[src/rtl/lsm_pkg.sv]
// Shared definitions for the LDM/STM sequencer: FSM states, instruction
// field positions, addressing-mode encodings and the word stride.
package lsm_pkg;

  // Sequencer control states
  typedef enum logic [1:0] {
    ST_IDLE   = 2'd0,
    ST_SETUP  = 2'd1,
    ST_XFER   = 2'd2,
    ST_FINISH = 2'd3
  } lsm_state_e;

  // Addressing modes, encoded as {P, U}
  typedef enum logic [1:0] {
    MODE_DA = 2'b00,
    MODE_IA = 2'b01,
    MODE_DB = 2'b10,
    MODE_IB = 2'b11
  } lsm_mode_e;

  // Instruction word field positions
  localparam int unsigned IR_P        = 24;
  localparam int unsigned IR_U        = 23;
  localparam int unsigned IR_S        = 22;
  localparam int unsigned IR_W        = 21;
  localparam int unsigned IR_L        = 20;
  localparam int unsigned IR_RN_LSB   = 16;
  localparam int unsigned IR_LIST_LSB = 0;

  // Byte distance between consecutive word transfers
  localparam logic [2:0] WORD_STRIDE = 3'd4;

endpackage

[src/rtl/lsm_reg_scan.sv]
// Combinational scan of a 16-bit register mask: index of the lowest set
// bit, whether any bit is set, and the number of set bits.
module lsm_reg_scan (
  input  logic [15:0] mask,
  output logic [3:0]  low_idx,
  output logic        any,
  output logic [4:0]  count
);

  // Walk from the top bit down so the lowest set bit is the last one kept
  always_comb begin
    low_idx = 4'd0;
    any     = 1'b0;
    count   = 5'd0;
    for (int i = 15; i >= 0; i--) begin
      count = count + 5'(mask[i]);
      if (mask[i]) begin
        low_idx = 4'(i);
        any     = 1'b1;
      end else begin
        any     = any;
      end
    end
  end

endmodule

[src/rtl/lsm_sequencer.sv]
// Load/Store Multiple sequencer. Latches the instruction and base on an
// accepted start, walks the register list lowest-to-highest issuing one
// req/ack word transfer per register, then reports base write-back and a
// done pulse.
// Optional feature macro LSM_ABORT_EN: adds mem_abort input and aborted
// output; an abort ends the sequence early with no write-back.
module lsm_sequencer
  import lsm_pkg::*;
#(
  parameter int ADDR_W = 32
) (
  input  logic              clk,
  input  logic              rst_n,
  input  logic              start,
  input  logic [31:0]       ir,
  input  logic [ADDR_W-1:0] base,
  output logic              ready,
  output logic              mem_req,
  output logic [ADDR_W-1:0] mem_addr,
  output logic              mem_we,
  input  logic              mem_ack,
  output logic [3:0]        reg_idx,
  output logic              rf_we,
  output logic              user_bank,
  output logic              wb_en,
  output logic [3:0]        wb_reg,
  output logic [ADDR_W-1:0] wb_data,
  output logic              done
`ifdef LSM_ABORT_EN
  ,
  input  logic              mem_abort,
  output logic              aborted
`endif
);

  lsm_state_e        state_r;
  lsm_state_e        state_nx;
  lsm_mode_e         mode_r;
  logic              w_r;
  logic              l_r;
  logic [15:0]       list_r;
  logic [15:0]       mask_r;
  logic [ADDR_W-1:0] base_r;
  logic [ADDR_W-1:0] mem_addr_r;
  logic [ADDR_W-1:0] wb_data_r;
  logic [3:0]        reg_idx_r;
  logic [3:0]        wb_reg_r;
  logic              ready_r;
  logic              mem_req_r;
  logic              mem_we_r;
  logic              user_bank_r;
  logic              wb_en_r;
  logic              done_r;
  logic              wb_ok_r;

  logic              abort_s;
  logic              xfer_done_s;
  logic [15:0]       scan_in_s;
  logic [3:0]        scan_idx_s;
  logic              scan_any_s;
  logic [4:0]        scan_cnt_s;
  logic [ADDR_W-1:0] n_bytes_s;
  logic [ADDR_W-1:0] stride_s;
  logic [ADDR_W-1:0] start_addr_s;
  logic [ADDR_W-1:0] wb_data_s;
  logic              wb_ok_s;
  logic              unused_ir_s;

  // Condition and family bits are checked by the caller
  assign unused_ir_s = ^ir[31:25];

`ifdef LSM_ABORT_EN
  logic aborted_r;
  assign abort_s = mem_req_r & mem_abort;
  assign aborted = aborted_r;
`else
  assign abort_s = 1'b0;
`endif

  // A transfer completes on ack unless it is being aborted in the same cycle
  assign xfer_done_s = mem_req_r & mem_ack & ~abort_s;

  // Load write strobe follows the handshake directly so data lands on ack
  assign rf_we = xfer_done_s & l_r;

  assign ready     = ready_r;
  assign mem_req   = mem_req_r;
  assign mem_addr  = mem_addr_r;
  assign mem_we    = mem_we_r;
  assign reg_idx   = reg_idx_r;
  assign user_bank = user_bank_r;
  assign wb_en     = wb_en_r;
  assign wb_reg    = wb_reg_r;
  assign wb_data   = wb_data_r;
  assign done      = done_r;

  lsm_reg_scan u_scan (
    .mask    (scan_in_s),
    .low_idx (scan_idx_s),
    .any     (scan_any_s),
    .count   (scan_cnt_s)
  );

  // Scan the full list in SETUP; otherwise scan what remains after the current bit
  always_comb begin
    if (state_r == ST_SETUP) begin
      scan_in_s = list_r;
    end else begin
      scan_in_s = mask_r & ~(16'd1 << reg_idx_r);
    end
  end

  // Start address, write-back value and write-back permission, used in SETUP
  always_comb begin
    stride_s  = {{(ADDR_W-3){1'b0}}, WORD_STRIDE};
    n_bytes_s = {{(ADDR_W-7){1'b0}}, scan_cnt_s, 2'b00};
    case (mode_r)
      MODE_IA: start_addr_s = base_r;
      MODE_IB: start_addr_s = base_r + stride_s;
      MODE_DA: start_addr_s = base_r - n_bytes_s + stride_s;
      MODE_DB: start_addr_s = base_r - n_bytes_s;
      default: start_addr_s = base_r;
    endcase
    if ((mode_r == MODE_IA) || (mode_r == MODE_IB)) begin
      wb_data_s = base_r + n_bytes_s;
    end else begin
      wb_data_s = base_r - n_bytes_s;
    end
    // A loaded base register takes priority over the write-back
    wb_ok_s = w_r & scan_any_s & ~(l_r & list_r[wb_reg_r]);
  end

  // Next-state selection
  always_comb begin
    state_nx = state_r;
    case (state_r)
      ST_IDLE: begin
        if (start) begin
          state_nx = ST_SETUP;
        end else begin
          state_nx = ST_IDLE;
        end
      end
      ST_SETUP: begin
        if (scan_any_s) begin
          state_nx = ST_XFER;
        end else begin
          state_nx = ST_FINISH;
        end
      end
      ST_XFER: begin
        if (abort_s) begin
          state_nx = ST_FINISH;
        end else if (xfer_done_s && !scan_any_s) begin
          state_nx = ST_FINISH;
        end else begin
          state_nx = ST_XFER;
        end
      end
      ST_FINISH: state_nx = ST_IDLE;
      default:   state_nx = ST_IDLE;
    endcase
  end

  // State register and registered control outputs derived from the next state
  always_ff @(posedge clk) begin
    if (!rst_n) begin
      state_r   <= ST_IDLE;
      ready_r   <= 1'b1;
      mem_req_r <= 1'b0;
      done_r    <= 1'b0;
      wb_en_r   <= 1'b0;
    end else begin
      state_r   <= state_nx;
      ready_r   <= (state_nx == ST_IDLE);
      mem_req_r <= (state_nx == ST_XFER);
      done_r    <= (state_nx == ST_FINISH);
      wb_en_r   <= (state_r == ST_XFER) && (state_nx == ST_FINISH) && wb_ok_r && !abort_s;
    end
  end

`ifdef LSM_ABORT_EN
  // Abort flag accompanies the done pulse of an aborted sequence
  always_ff @(posedge clk) begin
    if (!rst_n) begin
      aborted_r <= 1'b0;
    end else begin
      aborted_r <= (state_nx == ST_FINISH) && abort_s;
    end
  end
`endif

  // Datapath: instruction capture, setup calculations and per-transfer advance
  always_ff @(posedge clk) begin
    if (!rst_n) begin
      mode_r      <= MODE_DA;
      w_r         <= 1'b0;
      l_r         <= 1'b0;
      list_r      <= 16'd0;
      mask_r      <= 16'd0;
      base_r      <= '0;
      mem_addr_r  <= '0;
      wb_data_r   <= '0;
      reg_idx_r   <= 4'd0;
      wb_reg_r    <= 4'd0;
      mem_we_r    <= 1'b0;
      user_bank_r <= 1'b0;
      wb_ok_r     <= 1'b0;
    end else begin
      case (state_r)
        ST_IDLE: begin
          if (start) begin
            mode_r      <= lsm_mode_e'({ir[IR_P], ir[IR_U]});
            w_r         <= ir[IR_W];
            l_r         <= ir[IR_L];
            list_r      <= ir[IR_LIST_LSB +: 16];
            base_r      <= base;
            wb_reg_r    <= ir[IR_RN_LSB +: 4];
            mem_we_r    <= ~ir[IR_L];
            user_bank_r <= ir[IR_S];
          end
        end
        ST_SETUP: begin
          mem_addr_r <= start_addr_s;
          wb_data_r  <= wb_data_s;
          mask_r     <= list_r;
          reg_idx_r  <= scan_idx_s;
          wb_ok_r    <= wb_ok_s;
        end
        ST_XFER: begin
          if (xfer_done_s) begin
            mask_r     <= scan_in_s;
            mem_addr_r <= mem_addr_r + stride_s;
            if (scan_any_s) begin
              reg_idx_r <= scan_idx_s;
            end
          end
        end
        ST_FINISH: begin
          wb_ok_r <= 1'b0;
        end
        default: begin
          wb_ok_r <= 1'b0;
        end
      endcase
    end
  end

endmodule

[config.mk]
export PLATFORM = sky130hd
export DESIGN_NAME = lsm_sequencer
export DESIGN_NICKNAME = d
export VERILOG_FILES = /design/src/rtl/lsm_pkg.sv /design/src/rtl/lsm_reg_scan.sv /design/src/rtl/lsm_sequencer.sv
export SDC_FILE = /design/constraint.sdc
export NUM_CORES = 1
export LEC_CHECK = 0
export CAP_MARGIN = 10
export CORE_MARGIN = 2
export CORE_UTILIZATION = 46
export CTS_CLUSTER_DIAMETER = 100
export DETAILED_ROUTE_END_ITERATION = 12
export PLACE_DENSITY_LB_ADDON = 0.3
export SYNTH_ARGS = -nofsm -noshare
export SYNTH_HDL_FRONTEND = slang
export SYNTH_SLANG_ARGS = --single-unit
[constraint.sdc]
create_clock -name clk -period 7.8 [get_ports clk]
set_clock_uncertainty 0.05 [all_clocks]
set_input_delay 1.56 -clock clk [delete_from_list [all_inputs] [get_ports clk]]
set_output_delay 1.56 -clock clk [all_outputs]
set_load 0.01 [all_outputs]
==> results of run 1 <==
[metrics by stage]
stage / setup TNS [ns] / util [%] / instance area (um^2) / hold slack (ns) / total power [mW]
floorplan: 0 / - / 10870 / 0.3864 / 1.712
global placement: 0 / 54.83 / 12790 / 0.3967 / 2.141
detailed placement: 0 / 54.83 / 12790 / 0.3981 / 2.160
CTS: 0 / 57.36 / 13380 / 0.4081 / 3.010
global route: -0.006633 / 58.24 / 13590 / 0.4254 / 3.248
finish: 0 / 58.24 / 13590 / 0.4063 / 3.076
[cell usage in the layout, fill, tap and decap left out, drive strengths merged, types with 7 or more instances in the layout]
cell type / synthesis / layout
nand2: 236 / 236
nand4: 19 / 19
o221ai: 7 / 7
nor2b: 9 / 9
a21o: 12 / 12
mux2i: 32 / 32
inv: 46 / 56
nor3: 40 / 40
o21ai: 85 / 85
nand2b: 7 / 7
nand3: 43 / 43
and3: 28 / 28
a31oi: 30 / 30
ha: 29 / 29
or3: 15 / 15
a221oi: 9 / 9
a21oi: 147 / 147
nor2: 137 / 137
clkbuf: 82 / 19
buf: 30 / 90
xor2: 24 / 24
and2: 11 / 11
a211oi: 16 / 16
fa: 12 / 12
nor4: 28 / 28
o211ai: 11 / 11
clkdlybuf4s50: 0 / 139
a22oi: 15 / 15
o22ai: 9 / 9
or4: 10 / 10
xnor2: 53 / 53
o31ai: 17 / 17
dfxtp: 149 / 149
[logic make-up after synthesis]
family                   Yosys count  share of synthesized area [%]
XOR/XNOR                          77                          6.203
buffers and inverters            159                          5.846
flip-flops                       149                          27.43
AND/OR/NAND/NOR                  613                          27.99
AO/OA/AOI/OAI                    403                          23.00
multiplexers                      37                          3.982
adder cells (fa/ha/maj)           41                          5.547
[power by group]
| part | internal, mW | leakage (nW) | switching [mW] |
|---|---|---|---|
| Clock | 0.439 | 0.289 | 0.407 |
| Sequential | 0.820 | 1.21 | 0.0973 |
| Combinational | 0.563 | 3.55 | 0.750 |
| Total | 1.82 | 5.05 | 1.25 |
[worst register-to-register path, stage by stage, from the launching register on]
cell      delay, ns
dfxtp_1        0.38
or2_2          0.33
or3_1          0.34
and3_1         0.19
a21oi_1        0.11
buf_4          0.16
fa_1           0.45
fa_1           0.49
fa_1           0.53
fa_1           0.43
fa_2           0.39
fa_1           0.46
nor2b_1        0.14
o21a_2         0.20
inv_1          0.06
ha_1           0.21
or4b_4         0.56
nor3_4         0.24
nand3_1        0.17
xor2_2         0.23
a2111o_1       0.38
buf_4          0.17
nor2_2         0.18
nand4_1        0.14
xnor2_1        0.17
o41ai_1        0.29
[worst paths after layout]
path	startpoint	endpoint	slack [ns]	depth (start not counted)
min reg2reg	base_r[1]$_SDFFE_PN0P_	base_r[1]$_SDFFE_PN0P_	0.41	2
max	reg_idx[1]$_SDFFE_PN0P_	mem_addr[26]$_SDFFE_PN0P_	0.26	25
min	base_r[1]$_SDFFE_PN0P_	base_r[1]$_SDFFE_PN0P_	0.41	2
max reg2reg	reg_idx[1]$_SDFFE_PN0P_	mem_addr[26]$_SDFFE_PN0P_	0.26	25
[per-layer routing]
layer	global-route usage, %	part of all wire (%)	vias to the layer above
li1	-	-	5574
met1	43.30	44	5576
met2	46.21	44	550
met3	4.708	8.2	89
met4	11.39	3.8	0
met5	0	0	-
[cell type report]
type,count,area [um^2]
multi-input combinational,1172,7365
tap,319,399.1
fill,2208,9743
sequential,149,2983
clock inverter,14,151.4
inverter,47,177.7
timing repair buffer,230,2074
clock buffer,18,439.2
[timing repair]
item	in CTS	in global routing
endpoints found under the setup margin	0	19
hold buffers	0	0
setup buffers	0	15
gates resized for setup	0	18
==> impl_metrics.env, run 1 <==
export IMPL_outcome="finished clean"
export IMPL_dp_hpwl_mm=27.40
export IMPL_drive_gt1_share_pct=11.29
export IMPL_cp_slowest_stage_delay_ns=0.55
export IMPL_critPathMaxFanout=8
export IMPL_number_of_primary_i_o_pins=147
export IMPL_highest_ir_drop_seen_on_vdd_uv=185.8
export IMPL_vias_per_cell=6.049
export IMPL_mappedNetlistArea_mm2=0.01087
export IMPL_port_buffers=139
export IMPL_drt_pre_antenna_iters=10
export IMPL_cts_tree="built"
export IMPL_clock_root_buffer="clkbuf_16"
export IMPL_timing_max_cap_violations=0
export IMPL_hold_viol_final=0
export IMPL_path_common_cell="fa_1"
export IMPL_yosys_warnings=0
export IMPL_ctsHtreeMaxLevel=4
export IMPL_fin_cells=1949
export IMPL_netlist_cell_types=87
export IMPL_die_area_mm2=0.02488
export IMPL_ys_flop_type="dfxtp_1"
export IMPL_post_synth_top_area_fraction_pct=27.43
export IMPL_first_global_vias=10734
export IMPL_clk_transition_reported_paths_ns=0.07
export IMPL_final_antenna_net_count=0
export IMPL_timing_final_max_slew_violations=0
export IMPL_fmax_mhz=132.7
export IMPL_rows=56
export IMPL_areal_power_density_over_the_cells_mw_per_mm2=226.4
export IMPL_cts_root_to_sink_buffers=2
export IMPL_worstMarginPinSlew_ns=1.211
export IMPL_crit_path_top_delay_cell="or4b_4"
export IMPL_critPathLaunchType="flop"
export IMPL_wire_length_of_the_first_global_routing_pass_mm=59.18
export IMPL_vias=11789
export IMPL_slew_limit_headroom_pct=18.95
export IMPL_setup_worst_path_end_class="flop"
export IMPL_die_width_um=157.7
export IMPL_die_height_um=157.7
export IMPL_synthCells=1479
export IMPL_critical_path_class="reg2reg"
export IMPL_worstPathBufferInverterCount=3
export IMPL_asyncSetResetFlopFracSynth_pct=0
export IMPL_grt_antenna_before_repair=0
export IMPL_timing_hold_worst_class="reg2reg"
export IMPL_cell_types_occupying_the_most_area_after_synthesis="dfxtp_1, nand2_1, a21oi_1"
export IMPL_grt_use_total_pct=30.40
export IMPL_wire_per_inst_um=19.43
export IMPL_fp_coreArea_mm2=0.02333
export IMPL_cts_buffers=17
export IMPL_detail_route_wirelength_mm=37.86
export IMPL_maximum_number_of_pins_on_one_net_before_global_route_repair=80
export IMPL_clkSinkCount=149
export IMPL_gp_routability_congestion=0.9661
export IMPL_yosys_register_bits=149
export IMPL_synth_net_count=1588
export IMPL_pre_cts_slack_ns=0.1020
export IMPL_final_critical_path_setup_slack_ns=0.2645
export IMPL_yosys_area_top_type="dfxtp_1"
export IMPL_crit_family="adder cells"
export IMPL_gr_total_overflow=0
export IMPL_post_route_min_period_ns=7.536
export IMPL_synthTopCellsByCount="nand2_1, dfxtp_1, a21oi_1, nor2_1, o21ai_0"
export IMPL_syn_to_final_growth_pct=24.98
export IMPL_initial_cell_density_of_the_core_pct=46.60
export IMPL_seq_area_frac_synth_pct=27.43
export IMPL_antenna_cells=0
export IMPL_cp_required_ns=8.08
export IMPL_dpl_cell_count=1901
export IMPL_synth_area_per_cell_um2=7.352
export IMPL_critPathArrivalTime_ns=7.82
export IMPL_design_final_nets=1726
export IMPL_min_period_over_period_pct=96.61
export IMPL_setup_violations_final=0
export IMPL_post_route_drc_count=0
export IMPL_clk_insertion_delay_late_ns=0.44
export IMPL_reported_leakage_power_nw=5.055
export IMPL_synth_most_common_cell="nand2_1"
export IMPL_first_iter_violations=1345
export IMPL_synth_enable_flop_cells=0
No activity file was read; power rests on OpenSTA's default activity.
==> run 2: changes to the inputs <==
CORE_MARGIN = unset   (was 2)
PLACE_DENSITY_LB_ADDON = 0.15   (was 0.3)
==> run 2 against run 1 <==
Net effect: wire length barely moved; critical path depth is 1 higher; register-to-register slack about the same; final area about the same; largest cell class unchanged; highest routed layer is now met5.
==> impl_metrics.env, run 2 (synthesized netlist as in run 1, its figures left out) <==
export IMPL_cp_slowest_stage_delay_ns=0.54
export IMPL_design_final_nets=1726
export IMPL_timing_hold_worst_class="reg2reg"
export IMPL_reg2reg_setup_slack_ns=0.26
export IMPL_crit_family="adder cells"
export IMPL_clock_root_buffer="clkbuf_16"
export IMPL_min_period_over_period_pct=96.63
export IMPL_gp_routability_congestion=0.9443
export IMPL_wire_per_inst_um=19.47
export IMPL_utilization_pct=59.36
export IMPL_port_buffers=139
export IMPL_final_antenna_net_count=0
export IMPL_timing_max_cap_violations=0
export IMPL_post_route_min_period_ns=7.537
export IMPL_antenna_cells=0
export IMPL_setup_worst_path_end_class="flop"
export IMPL_detail_route_wirelength_mm=37.84
export IMPL_initial_cell_density_of_the_core_pct=47.45
export IMPL_die_area_mm2=0.02425
export IMPL_areal_power_density_over_the_cells_mw_per_mm2=226.6
export IMPL_critPathMaxFanout=6
export IMPL_setup_violations_final=0
export IMPL_cts_buffers=17
export IMPL_fmax_mhz=132.7
export IMPL_critPathArrivalTime_ns=7.81
export IMPL_layout_cells_most_common="nand2_1"
export IMPL_gr_total_overflow=0
export IMPL_total_negative_slack_for_setup_checks_ns=0
export IMPL_worstMarginPinSlew_ns=0.9678
export IMPL_die_height_um=155.7
export IMPL_clkSinkCount=149
export IMPL_wire_length_of_the_first_global_routing_pass_mm=58.89
export IMPL_cp_required_ns=8.08
export IMPL_clk_insertion_delay_late_ns=0.44
export IMPL_rsz0062_at_grt="false"
export IMPL_clk_transition_reported_paths_ns=0.07
export IMPL_first_iter_violations=1009
export IMPL_worstPathBufferInverterCount=4
export IMPL_highest_ir_drop_seen_on_vdd_uv=174.9
export IMPL_grt_use_total_pct=31.34
export IMPL_syn_to_final_growth_pct=25.10
export IMPL_outcome="finished clean"
export IMPL_die_width_um=155.7
export IMPL_drt_pre_antenna_iters=5
export IMPL_vias_per_cell=6.022
export IMPL_mostFrequentLayoutCells="nand2_1, dfxtp_1, a21oi_1, clkdlybuf4s50_1, nor2_1"
export IMPL_hold_viol_final=0
export IMPL_post_route_drc_count=0
export IMPL_critPathLaunchType="flop"
export IMPL_final_area_mm2=0.01360
export IMPL_multi_input_gate_area_in_the_final_layout_mm2=0.007353
export IMPL_ctsHtreeMaxLevel=4
export IMPL_cts_tree="built"
export IMPL_dp_hpwl_mm=27.47
export IMPL_path_common_cell="fa_1"
export IMPL_crit_path_top_delay_cell="fa_1"
export IMPL_maximum_number_of_pins_on_one_net_before_global_route_repair=89
export IMPL_timing_final_max_slew_violations=0
export IMPL_grt_antenna_before_repair=1
export IMPL_vias=11700
export IMPL_reported_leakage_power_nw=5.061
export IMPL_register_cell_area_after_layout_mm2=0.002984
export IMPL_dpl_cell_area_mm2=0.01290
export IMPL_filler_cell_count=2149
export IMPL_critical_path_class="reg2reg"
export IMPL_drive_gt1_share_pct=11.17
export IMPL_slew_limit_headroom_pct=35.24
export IMPL_rows=55
export IMPL_first_global_vias=10572
export IMPL_number_of_primary_i_o_pins=147
export IMPL_fp_coreArea_mm2=0.02292
export IMPL_cts_root_to_sink_buffers=2
[run 2: cell types whose count changed in the layout (fill, tap and decap cells not counted), moves of 2 or more]
| cell | previous run | this run |
|---|---|---|
| o21ai_1 | 4 | 1 |
| nand2_2 | 2 | 4 |
| inv_8 | 6 | 3 |
| o21ai_0 | 81 | 84 |
| clkinv_4 | 1 | 4 |
| nand2_1 | 234 | 232 |
| buf_12 | 0 | 2 |
[run 2: area by class of cell]
cell class,instances,area share (%)
multi-input combinational,1172,54.06
sequential,149,21.94
timing repair buffer,230,15.44
clock buffer,18,3.155
tap,313,2.879
inverter,47,1.315
clock inverter,14,1.214
[run 2: path summary, 6_finish.rpt]
| check | from | end | cells after the start |
|---|---|---|---|
| max | reg_idx[1]$_SDFFE_PN0P_ | mem_addr[11]$_SDFFE_PN0P_ | 26 |
| min | base_r[1]$_SDFFE_PN0P_ | base_r[1]$_SDFFE_PN0P_ | 2 |
| max reg2reg | reg_idx[1]$_SDFFE_PN0P_ | mem_addr[11]$_SDFFE_PN0P_ | 26 |
| min reg2reg | base_r[1]$_SDFFE_PN0P_ | base_r[1]$_SDFFE_PN0P_ | 2 |
[run 2: repair_timing]
item | CTS | global route
endpoints found under the setup margin | 0 | 18
hold buffers | 0 | 0
buffers inserted | 0 | 2
gates resized for setup | 0 | 12
[run 2: stage by stage]
stage	setup slack, ns	instances	hold WS [ns]	power (mW)
after floorplan	0.07046	1479	0.3864	1.712
after global placement	0.3541	1907	0.3948	2.173
after detailed placement	0.2555	1907	0.3979	2.189
after CTS	0.2403	1939	0.4077	3.048
after global routing	0.01244	1943	0.4384	3.248
final	0.2629	1943	0.4051	3.082
[run 2: worst register-to-register path: stages, from the launching register on]
cell and delay (ns):
dfxtp_1 0.32, or2_2 0.30, or3_1 0.33, and3_1 0.19
a21oi_1 0.11, buf_4 0.16, fa_1 0.44, fa_1 0.49
fa_1 0.54, fa_1 0.43, fa_1 0.46, fa_1 0.43
nor2b_1 0.13, o21a_1 0.21, inv_1 0.07, ha_1 0.24
buf_4 0.18, nor2_1 0.12, nand2_1 0.13, or3_1 0.44
a22oi_2 0.34, buf_4 0.19, nand4b_2 0.20, or3_1 0.42
a31oi_1 0.22, a31oi_1 0.06, o221a_2 0.26
[run 2: where the power goes]
part	total (mW)	leakage (nW)	internal, mW	switching, mW
combinational	1.30	3.56	0.564	0.741
clock	0.856	0.287	0.456	0.400
sequential	0.922	1.21	0.820	0.101
[run 2: per-layer routing]
layer | share of wire [%] | global-route usage, % | wire length, um
met2 | 44 | 48.47 | 16600
met3 | 7.9 | 5.583 | 2999
met1 | 45 | 44.09 | 17200
met4 | 2.7 | 9.711 | 1022
met5 | 0.034 | 0 | 13
==> run 3: changes to the inputs <==
CORE_MARGIN = 5   (was unset)
PLACE_DENSITY = 0.69   (was unset)
PLACE_DENSITY_LB_ADDON = unset   (was 0.15)
==> run 3 against run 2 <==
Net effect: hold slack gained 0.0021 ns; largest cell class unchanged; highest routed layer is now met4; largest power group unchanged; register-to-register slack improved by 0.05 ns; die area is 11% higher; flip-flop and latch count is the same; clock-buffer cell count is the same.
==> impl_metrics.env, run 3 (synthesized netlist as in run 1, its figures left out) <==
export IMPL_internal_power_mw=1.828
export IMPL_pwr_share_clk_pct=27.5
export IMPL_worstMarginPinSlew_ns=1.075
export IMPL_path_common_cell="fa_1"
export IMPL_initial_cell_density_of_the_core_pct=46.46
export IMPL_die_area_mm2=0.02681
export IMPL_maximum_number_of_pins_on_one_net_before_global_route_repair=79
export IMPL_first_global_vias=10799
export IMPL_grt_use_total_pct=27.64
export IMPL_r2r_start="reg_idx[1]$_SDFFE_PN0P_"
export IMPL_reported_leakage_power_nw=5.010
export IMPL_cts_hold_bufs=0
export IMPL_register_cell_area_after_layout_mm2=0.002985
export IMPL_crit_path_top_delay_cell="fa_1"
export IMPL_antenna_cells=0
export IMPL_mostFrequentLayoutCells="nand2_1, a21oi_1, dfxtp_1, clkdlybuf4s50_1, nor2_1"
export IMPL_filler_cell_count=2234
export IMPL_net_switching_mw=1.209
export IMPL_setup_worst_path_end_class="flop"
export IMPL_total_negative_slack_for_setup_checks_ns=0
export IMPL_clk_transition_reported_paths_ns=0.07
export IMPL_areal_power_density_over_the_cells_mw_per_mm2=223.9
export IMPL_gr_total_overflow=0
export IMPL_worstSetupStartpoint="reg_idx[1]$_SDFFE_PN0P_"
export IMPL_highest_ir_drop_seen_on_vdd_uv=126.6
export IMPL_die_height_um=163.7
export IMPL_clk_insertion_delay_late_ns=0.44
export IMPL_first_iter_violations=1255
export IMPL_critPathLaunchType="flop"
export IMPL_cts_tree="built"
export IMPL_total_power_mw=3.036
export IMPL_cts_root_to_sink_buffers=2
export IMPL_ctsHtreeMaxLevel=4
export IMPL_worstPathBufferInverterCount=5
export IMPL_number_of_primary_i_o_pins=147
export IMPL_crit_family="adder cells"
export IMPL_clock_root_buffer="clkbuf_16"
export IMPL_fmax_mhz=133.5
export IMPL_cp_slowest_stage_delay_ns=0.58
export IMPL_drt_pre_antenna_iters=6
export IMPL_dp_hpwl_mm=27.86
export IMPL_syn_to_final_growth_pct=24.71
export IMPL_wire_per_inst_um=19.57
export IMPL_hold_viol_final=0
export IMPL_critPathMaxFanout=8
export IMPL_post_route_min_period_ns=7.491
export IMPL_post_route_drc_count=0
export IMPL_multi_input_gate_area_in_the_final_layout_mm2=0.007361
export IMPL_slew_limit_headroom_pct=28.05
export IMPL_utilization_pct=57.94
export IMPL_min_period_over_period_pct=96.03
export IMPL_fp_coreArea_mm2=0.02340
export IMPL_design_final_nets=1718
export IMPL_rows=56
export IMPL_clkSinkCount=149
export IMPL_p_seq_share_pct=30.3
export IMPL_power_frac_comb_pct=42.2
export IMPL_detail_route_wirelength_mm=37.96
export IMPL_vias=11705
export IMPL_critical_path_class="reg2reg"
export IMPL_port_buffers=139
export IMPL_cp_required_ns=8.05
export IMPL_critPathArrivalTime_ns=7.74
export IMPL_timing_final_max_slew_violations=0
export IMPL_die_width_um=163.7
export IMPL_timing_hold_worst_class="reg2reg"
export IMPL_gp_routability_congestion=0.9647
export IMPL_timing_max_cap_violations=0
export IMPL_min_delay_start="user_bank$_SDFFE_PN0P_"
export IMPL_vias_per_cell=6.034
export IMPL_layout_cells_most_common="nand2_1"
export IMPL_sw_frac_of_total_pct=39.80
export IMPL_final_antenna_net_count=0
export IMPL_setup_violations_final=0
export IMPL_wire_length_of_the_first_global_routing_pass_mm=59.11
export IMPL_cts_buffers=17
export IMPL_grt_antenna_before_repair=0
export IMPL_drive_gt1_share_pct=11.10
export IMPL_outcome="finished clean"
-- run 3: cell count changes in the layout (fill, tap and decap cells not counted), sizes merged --
cell      change
clkinv        -5
buf           -8
inv           +1
nand4b        -1
clkbuf        +1
clkinvlp      +3
-- run 3: through the flow --
step                cells  hold WS (ns)  area, um^2  setup WS (ns)
detailed placement   1896        0.3989       12770        0.05388
global route         1940        0.4232       13560       -0.02245
finish               1940        0.4072       13560         0.3095
floorplan            1479        0.3864       10870        0.07046
global placement     1896        0.3940       12770         0.1801
CTS                  1927        0.4090       13350        0.01605
-- run 3: power by group through the flow --
stage	sequential [mW]	combinational (mW)	clock, mW
global placement	0.931	1.20	0
floorplan	0.894	0.818	0
global route	0.929	1.39	0.882
detailed placement	0.932	1.21	0
finish	0.919	1.28	0.836
CTS	0.916	1.22	0.847
-- run 3: worst reg2reg max path: cells and delay by family, from the launching register on --
kind	cells	cell delay (ns)
buf+inv	5	0.68
simple gates	9	1.88
fa+ha+maj	7	2.82
flops	1	0.33
xor+xnor	2	0.52
compound gates	6	1.07
-- run 3: final timing paths --
check / endpoint / slack (ns) / cells after the start
min reg2reg: user_bank$_SDFFE_PN0P_ / 0.41 / 2
max reg2reg: mem_addr[31]$_SDFFE_PN0P_ / 0.31 / 29
min: user_bank$_SDFFE_PN0P_ / 0.41 / 2
max: mem_addr[31]$_SDFFE_PN0P_ / 0.31 / 29
-- run 3: routing by layer --
layer	global-route usage [%]	vias to the layer above	routed length, um
met5	0	-	0
met4	8.235	0	1011
met3	4.517	68	3217
met2	43.71	512	17130
met1	38.88	5589	16600
li1	-	5536	-
-- run 3: cell type report --
type                       count  share of cell area (%)
sequential                   149                   22.02
clock inverter                13                   1.033
multi-input combinational   1171                   54.29
timing repair buffer         223                   15.16
clock buffer                  18                   3.239
tap                          319                   2.944
inverter                      47                   1.320
-- run 3: timing repair --
action | CTS | global route
setup endpoints to repair | 1 | 21
endpoints found under the hold margin | 0 | 0
pin swaps | 0 | 13
setup buffers | 0 | 12
gates resized for setup | 1 | 24
